<file path="config.mk">
export PLATFORM = sky130hd
export DESIGN_NAME = fetch_unit
export DESIGN_NICKNAME = d
export VERILOG_FILES = /design/src/rtl/fetch_pkg.sv /design/src/rtl/fetch_fifo.sv /design/src/rtl/fetch_unit.sv
export SDC_FILE = /design/constraint.sdc
export NUM_CORES = 1
export LEC_CHECK = 0
export ABC_AREA = 0
export CAP_MARGIN = 10
export CORE_MARGIN = 5
export CORE_UTILIZATION = 35
export DETAILED_ROUTE_END_ITERATION = 10
export DONT_BUFFER_PORTS = 1
export GPL_ROUTABILITY_DRIVEN = 0
export SYNTH_ARGS = -nofsm -noshare
export SYNTH_HDL_FRONTEND = slang
export SYNTH_HIERARCHICAL = 1
export SYNTH_SLANG_ARGS = --single-unit
export TNS_END_PERCENT = 20
</file>
<file path="constraint.sdc">
create_clock -name Clk -period 9.4 [get_ports Clk]
set_clock_uncertainty 0.15 [all_clocks]
set_input_delay 1.41 -clock Clk [delete_from_list [all_inputs] [get_ports Clk]]
set_output_delay 1.41 -clock Clk [all_outputs]
set_load 0.005 [all_outputs]
</file>
<file path="src/rtl/fetch_pkg.sv">
// Shared types and defaults for the instruction fetch front end.
package fetch_pkg;

  typedef enum logic {
    RUN   = 1'b0,
    DRAIN = 1'b1
  } fetch_state_t;

  localparam int ADDR_W_DEF = 16;
  localparam int DATA_W_DEF = 16;
  localparam logic [15:0] RESET_PC = 16'h0000;

endpackage

</file>
<file path="src/rtl/fetch_fifo.sv">
// Synchronous FIFO with flush; head word is visible combinationally on rdata.
module fetch_fifo #(
  parameter int WIDTH = 16,
  parameter int DEPTH = 4
) (
  input  logic                   Clk,
  input  logic                   Reset,
  input  logic                   push,
  input  logic                   pop,
  input  logic                   flush,
  input  logic [WIDTH-1:0]       wdata,
  output logic [WIDTH-1:0]       rdata,
  output logic                   full,
  output logic                   empty,
  output logic [$clog2(DEPTH):0] count
);

  localparam int PW = $clog2(DEPTH);
  localparam int CW = PW + 1;

  logic [WIDTH-1:0] mem [DEPTH];
  logic [PW-1:0]    wr_ptr_reg;
  logic [PW-1:0]    rd_ptr_reg;
  logic [CW-1:0]    count_reg;
  logic             push_en;
  logic             pop_en;

  assign full    = (count_reg == CW'(DEPTH));
  assign empty   = (count_reg == '0);
  assign count   = count_reg;
  assign rdata   = mem[rd_ptr_reg];
  assign push_en = push && !full;
  assign pop_en  = pop && !empty;

  always_ff @(posedge Clk) begin
    if (Reset || flush) begin
      wr_ptr_reg <= '0;
      rd_ptr_reg <= '0;
      count_reg  <= '0;
    end else begin
      if (push_en) wr_ptr_reg <= wr_ptr_reg + PW'(1);
      if (pop_en)  rd_ptr_reg <= rd_ptr_reg + PW'(1);
      count_reg <= count_reg + CW'(push_en) - CW'(pop_en);
    end
  end

  // Storage carries no reset; validity is tracked by the pointers alone.
  always_ff @(posedge Clk) begin
    if (push_en) mem[wr_ptr_reg] <= wdata;
  end

endmodule

</file>
<file path="src/rtl/fetch_unit.sv">
// Instruction fetch front end: in-order requests, tag FIFO, prefetch queue, redirect drain.
// Optional same-cycle response bypass to the decoder when FETCH_BYPASS_EN is defined.
module fetch_unit
  import fetch_pkg::*;
#(
  parameter int DEPTH  = 4,
  parameter int ADDR_W = ADDR_W_DEF,
  parameter int DATA_W = DATA_W_DEF
) (
  input  logic              Clk,
  input  logic              Reset,
  input  logic [ADDR_W-1:0] PCResult,
  output logic [ADDR_W-1:0] PCNext,
  output logic              PCWrite,
  output logic              MemReqValid,
  output logic [ADDR_W-1:0] MemReqAddr,
  input  logic              MemReqReady,
  input  logic              MemRespValid,
  input  logic [DATA_W-1:0] MemRespData,
  output logic              InstValid,
  output logic [DATA_W-1:0] InstData,
  output logic [ADDR_W-1:0] InstPC,
  input  logic              InstReady,
  input  logic              Redirect,
  input  logic [ADDR_W-1:0] RedirectPC
);

  localparam int CW = $clog2(DEPTH) + 1;
  localparam int QW = ADDR_W + DATA_W;

  fetch_state_t      state_reg, state_next;
  logic [CW-1:0]     outstanding_reg, outstanding_next;
  logic [CW-1:0]     discard_reg, discard_next;
  logic [CW-1:0]     stale_sum;
  logic [ADDR_W-1:0] last_pc_reg;
  logic [DATA_W-1:0] last_data_reg;

  logic [ADDR_W-1:0] tag_head;
  logic              tag_full, tag_empty;
  logic [CW-1:0]     tag_count;
  logic [QW-1:0]     q_head;
  logic              q_full, q_empty;
  logic [CW-1:0]     q_count;

  logic issue_ok, handshake, resp_take, bypass, q_push, q_pop;
  logic unused_status;

  assign MemReqAddr    = PCResult;
  assign unused_status = ^{tag_full, tag_empty, tag_count, q_full};

  always_comb begin
    issue_ok  = !Reset && (state_reg == RUN) && !Redirect &&
                (({1'b0, outstanding_reg} + {1'b0, q_count}) < (CW+1)'(DEPTH));
    handshake = issue_ok && MemReqReady;
    // Anything arriving while stale responses remain, or under a redirect, is dropped.
    resp_take = !Reset && MemRespValid && (discard_reg == '0) && !Redirect;
`ifdef FETCH_BYPASS_EN
    bypass    = resp_take && q_empty && InstReady;
`else
    bypass    = 1'b0;
`endif
    q_push    = resp_take && !bypass;
    q_pop     = !q_empty && InstReady && !Redirect;

    MemReqValid = issue_ok;
    InstValid   = !Reset && (!q_empty || bypass);
    InstData    = last_data_reg;
    InstPC      = last_pc_reg;
    if (bypass) begin
      InstData = MemRespData;
      InstPC   = tag_head;
    end else if (!q_empty) begin
      InstData = q_head[DATA_W-1:0];
      InstPC   = q_head[QW-1:DATA_W];
    end

    PCWrite = 1'b0;
    PCNext  = PCResult;
    if (!Reset) begin
      if (Redirect) begin
        PCWrite = 1'b1;
        PCNext  = RedirectPC;
      end else if (handshake) begin
        PCWrite = 1'b1;
        PCNext  = PCResult + ADDR_W'(1);
      end
    end
  end

  // Everything still in flight after this cycle's (stale) response must be discarded.
  always_comb begin
    stale_sum        = discard_reg + outstanding_reg;
    outstanding_next = outstanding_reg + CW'(handshake) - CW'(resp_take);
    discard_next     = discard_reg;
    state_next       = state_reg;
    if (Redirect) begin
      outstanding_next = '0;
      discard_next     = (MemRespValid && stale_sum != '0) ? stale_sum - CW'(1) : stale_sum;
      state_next       = (discard_next != '0) ? DRAIN : RUN;
    end else begin
      if (MemRespValid && discard_reg != '0) discard_next = discard_reg - CW'(1);
      if (state_reg == DRAIN && discard_next == '0) state_next = RUN;
    end
  end

  always_ff @(posedge Clk) begin
    if (Reset) begin
      state_reg       <= RUN;
      outstanding_reg <= '0;
      discard_reg     <= '0;
      last_pc_reg     <= ADDR_W'(RESET_PC);
      last_data_reg   <= '0;
    end else begin
      state_reg       <= state_next;
      outstanding_reg <= outstanding_next;
      discard_reg     <= discard_next;
      if (InstValid) begin
        last_pc_reg   <= InstPC;
        last_data_reg <= InstData;
      end
    end
  end

  fetch_fifo #(.WIDTH(ADDR_W), .DEPTH(DEPTH)) u_tag_fifo (
    .Clk   (Clk),
    .Reset (Reset),
    .push  (handshake),
    .pop   (resp_take),
    .flush (Redirect),
    .wdata (PCResult),
    .rdata (tag_head),
    .full  (tag_full),
    .empty (tag_empty),
    .count (tag_count)
  );

  fetch_fifo #(.WIDTH(QW), .DEPTH(DEPTH)) u_inst_queue (
    .Clk   (Clk),
    .Reset (Reset),
    .push  (q_push),
    .pop   (q_pop),
    .flush (Redirect),
    .wdata ({tag_head, MemRespData}),
    .rdata (q_head),
    .full  (q_full),
    .empty (q_empty),
    .count (q_count)
  );

endmodule

</file>
==> qor.txt <==
status = completed
CP Data Arrival Time = 2.91 ns
Fill cells = 2706
Final ANT Viol Nets = 0
Multi-input gate area = 3230 um2
post-CTS sizing = 0
DRT iter0 DRCs = 345
Hold Path Stages = 2
vias per cell = 5.23
gr ovfl total = 0
Post-Synthesis Net Count = 725
final setup vio count = 0
fmax = 224 MHz
Die ar. = 33500 um2
DP Worst Slack = 4.61 ns
Mapped Cells = 645
CP Data Required Time = 7.84 ns
# port buffers = 0
Clock Tree Buf Depth = 3
clock power share = 43.3%
R2R cell count = 13
VDD IR max = 0.000150 V
routed via count = 5458
PnR worst setup slack = 4.93 ns
max reg flops = 128
Internal = 1.99 mW
most common cell after layout, fill and taps aside = edfxtp_1
fin crit share = 47.5%
sw frac = 21.3%
number of global-route vias before repair = 5806
CTS tree = done
antenna cells = 0
largest net degree at the start of global routing = 45
Clock Latency Late Sink = 0.53 ns
clock transition at the registers of the reported paths = 0.06 ns
Cell Area, Placed = 10800 um2
Startpoint Class = input port
crit path time final = 4.47 ns
final hold vios = 0
Starting Density = 35.4%
Top reg by flops = u_inst_queue/mem
CTS sink count = 249
Final Instance Area = 11700 um2
router iterations before antenna repair = 5
Max FO, Critical Path = 25
initial antenna violation count = 1
hpwl dp = 13.5 mm
P per Cell Area = 216 nW/um2
Die Ht = 183 um
Avg WL per Cell = 20.3 um
GRT Total Usage = 12.3%
slew margin rel. = 37.6%
Worst Setup End Kind = primary output
I/O Pins = 121
nets = 715
Core Area = 29600 um2
yosys warns = 6
leakage power = 3.89 nW
post-CTS setup buffer count = 0
Die Wd = 183 um
Layout area overhead = 11.7%
Worst-Margin Slew = 0.936 ns
setup_tns = 0 ns
Std-Cell Rows = 63
RSZ-0062 raised after global routing = false
Avg Cell Area, Syn = 16.3 um2
total CTS buffers = 27
residual DRC count = 0
max_cap viols = 0
Final Slew Violations = 0
net switching power figure = 538 uW
Post-Route WL = 21.2 mm
layout cell share with drive strength beyond 1 = 22.5%
Register Area = 6910 um2
Seq pwr share = 48.6%
worst hold path class = reg2reg
CP Class = in2out
hold slack = 0.357 ns
most frequent cells in the layout = 192 x edfxtp_1, 56 x dfxtp_1, 48 x mux4_2
Logic pwr share = 8.1%
H-tree Lvls = 1
top flop regs = u_inst_queue/mem: 128 flops, u_tag_fifo/mem: 64 flops
Root Buffer = clkbuf_16
post-synthesis cell area = 10500 um2
Hold-fix buffers, CTS = 0
first-pass GRT wire length = 32.9 mm
worst paths after layout:
check / slack, ns / start / to
worst max register to register: 5.94 / discard_reg[0] / u_tag_fifo/count[2]
worst max-delay path: 4.93 / Reset / PCNext[14]
worst min-delay path: 0.36 / u_inst_queue/wr_ptr_reg[1] / u_inst_queue/wr_ptr_reg[1]
worst min register to register: 0.36 / u_inst_queue/wr_ptr_reg[1] / u_inst_queue/wr_ptr_reg[1]
metal layers:
layer	vias to the layer above	global-route usage, %	routed length (um)
li1	2445	-	-
met1	2764	15.5	8640
met2	210	21.0	10300
met3	37	3.93	1750
met4	2	2.98	435
met5	-	0	13
through the flow:
| stage | power (mW) | cells | utilization [%] |
|---|---|---|---|
| after detailed placement | 1.46 | 995 | 36.3 |
| after global routing | 2.63 | 1044 | 39.5 |
| after floorplan | 1.42 | 645 | - |
| final | 2.53 | 1044 | 39.5 |
| after global placement | 1.45 | 995 | 36.3 |
| after CTS | 2.56 | 1043 | 39.5 |
final cells by class:
cell class              count  share of cell area (%)
clock buffers              34                    6.24
clock inverters            14                    1.80
inverters                  24                   0.790
multi-input cells         328                    27.6
flip-flops and latches    249                    58.9
well taps                 390                    4.16
repair buffers              5                   0.491
power by group through the flow:
stage	registers (mW)	clock network, mW	logic (mW)
5_1_grt	1.23	1.17	0.230
3_3_place_gp	1.25	0	0.193
6_report	1.23	1.10	0.205
3_5_place_dp	1.25	0	0.206
2_1_floorplan	1.25	0	0.168
4_1_cts	1.23	1.13	0.207
critical path, stage by stage:
cell	delay, ns
nor2_2	0.14
and4_1	0.46
inv_4	0.13
nor4_1	0.44
xnor2_1	0.11
a21oi_1	0.20
Note: power is estimated with default switching activity, not from simulation.
==> RTL change: new RTL, same settings <==
Make the reset (`Reset`) asynchronous in one clocked block.
--- a/src/rtl/fetch_unit.sv
+++ b/src/rtl/fetch_unit.sv
@@ -103,7 +103,7 @@
     end
   end
 
-  always_ff @(posedge Clk) begin
+  always_ff @(posedge Clk or posedge Reset) begin
     if (Reset) begin
       state_reg       <= RUN;
       outstanding_reg <= '0;
Behaviour: differs if Reset is asserted again (counterexample within 4 cycles, from zero or initial values and one cycle with Reset high); with Reset held inactive, the same outputs for 4 cycles.
==> RTL change against the unedited design <==
Routed wire length grew 0.12%; power shrank 3.2%; combinational power increased by 31%; worst setup slack got worse by 0.13 ns; critical path depth rose by 1; synthesized cell count down 2.0%; synthesized area increased by 2.9%; cell area grew 1.0%; sequential cell count unchanged; sequential power is 4% higher; critical path type unchanged; largest cell class unchanged.
==> RTL change: results (changes against the unedited design) <==
.. list-table::
   :header-rows: 1

   * - Metric
     - Value
   * - Status
     - completed (unchanged)
   * - Count of synthesis-stage warnings from yosys
     - 6 (unchanged)
   * - Clock network latency to the later pin of the worst-skew pair
     - 0.50 ns (was 0.53 ns)
   * - Static leakage
     - 4.02 nW (was 3.89 nW)
   * - Number of vias per cell
     - 5.31 (was 5.23)
   * - Hpwl dp
     - 13500 um (about the same)
   * - Met3 Resource Use GR
     - 0.0297 (was 0.0393)
   * - Setup Slack @ Placement
     - 4.79 ns (was 4.61 ns)
   * - WP data arrival
     - 3.04 ns (was 2.91 ns)
   * - Post-cts gate resize count
     - 0 (unchanged)
   * - Maximum buffer depth of the clock tree
     - 3 (unchanged)
   * - Net count of the finished layout
     - 703 (was 715)
   * - Aggregate routed wire length
     - 21200 um (about the same)
   * - Largest registers
     - u_inst_queue/mem (128), u_tag_fifo/mem (64) (unchanged)
   * - Number of iterations in the first detailed-routing pass
     - 4 (was 5)
   * - Syn Inst Count
     - 632 (was 645)
   * - NetSw
     - 0.560 mW (was 0.538 mW)
   * - Share of final-layout standard cells stronger than drive strength 1
     - 0.282 (was 0.225)
   * - Largest stage delay on the critical path
     - 0.35 ns (was 0.46 ns)
   * - Clock slew seen by the registers of the worst setup and hold paths
     - 0.06 ns (about the same)
   * - Placed insts
     - 992 (was 995)
   * - Worst path top cell family by delay
     - simple AND/OR/NAND/NOR gates (unchanged)
   * - Drt initial violations
     - 448 (was 345)
   * - Count of port buffers added during placement
     - 0 (unchanged)
   * - Vias in the first global route
     - 5843 (was 5806)
   * - Global routing met1 resource utilization
     - 0.160 (was 0.155)
   * - Syn_nets
     - 712 (was 725)
   * - Overall fraction of global-route tracks in use
     - 0.122 (was 0.123)
   * - Maximum VDD drop
     - 0.000113 V (was 0.000150 V)
   * - Post-placement cell area
     - 0.0111 mm2 (was 0.0108 mm2)
   * - Transition at the pin with the smallest max-transition slack
     - 1.08 ns (was 0.936 ns)
   * - Initial antenna violation count
     - 0 (was 1)
   * - Slowest CP cell
     - a311oi_1 (was and4_1)
   * - Buffers inserted by post-CTS timing repair
     - 0 (unchanged)
   * - Number of levels in the clock H-tree
     - 1 (unchanged)
   * - Wire length of the first global-routing pass
     - 32900 um (about the same)
   * - Maximum number of pins on one net before global-route repair
     - 57 (was 45)
   * - Number of clock buffers inserted by TritonCTS
     - 25 (was 27)
   * - Clock tree root driver cell
     - clkbuf_16 (unchanged)
   * - Number of antenna cells inserted
     - 0 (unchanged)
   * - Reg with most FFs
     - u_inst_queue/mem (unchanged)
   * - Fill cell count
     - 2733 (was 2706)
   * - Worst Hold Class
     - reg -> reg (unchanged)
   * - Maximum fanout encountered on the critical timing path
     - 28 (was 25)
   * - Post-route non-filler standard cell count
     - 1038 (was 1044)
   * - Met2 demand-to-capacity share in global routing
     - 0.205 (was 0.210)
==> RTL change: power groups by stage <==
stage | Combinational (mW) | Clock, mW | Sequential [mW]
finish | 0.268 | 0.906 | 1.28
global route | 0.300 | 0.978 | 1.28
CTS | 0.273 | 0.930 | 1.28
detailed placement | 0.271 | 0 | 1.30
global placement | 0.259 | 0 | 1.30
floorplan | 0.224 | 0 | 1.29
==> RTL change: final timing paths <==
kind | slack, ns | endpoint | start | cells past startpoint
max in group asynchronous | 7.76 | discard_reg[0] | Reset | 2
setup reg to reg | 6.13 | u_tag_fifo/count[2] | outstanding_reg[2] | 13
min in group asynchronous | 0.85 | last_pc_reg[1] | Reset | 2
setup / recovery | 4.80 | PCNext[8] | Redirect | 7
hold reg to reg | 0.35 | flip-flop | u_inst_queue/rd_ptr_reg[0] | 2
hold / removal | 0.35 | flip-flop | u_inst_queue/rd_ptr_reg[0] | 2
==> RTL change: worst min-delay path: cells and delay by family, from the launching register on <==
family	cells	cell delay, ns
DFF	1	0.32
muxes	1	0.06
and+or+nand+nor	1	0.07
==> RTL change: layer usage <==
layer | vias up | wire [um] | part of all wire
li1 | 2435 | - | -
met1 | 2804 | 8930 | 0.42
met2 | 228 | 10200 | 0.48
met4 | 0 | 459 | 0.022
met5 | - | 0 | 0
met3 | 42 | 1590 | 0.075
==> RTL change: cell type report <==
cell class / instances / area (um2) / area share
Tap cell: 396 / 495 / 0.0419
Timing Repair Buffer: 5 / 37.5 / 0.00317
Clock buffer: 39 / 708 / 0.0598
Multi-Input combinational cell: 317 / 3360 / 0.284
Clock inverter: 7 / 42.5 / 0.00359
Inverter: 25 / 93.8 / 0.00793
Sequential cell: 249 / 7100 / 0.600
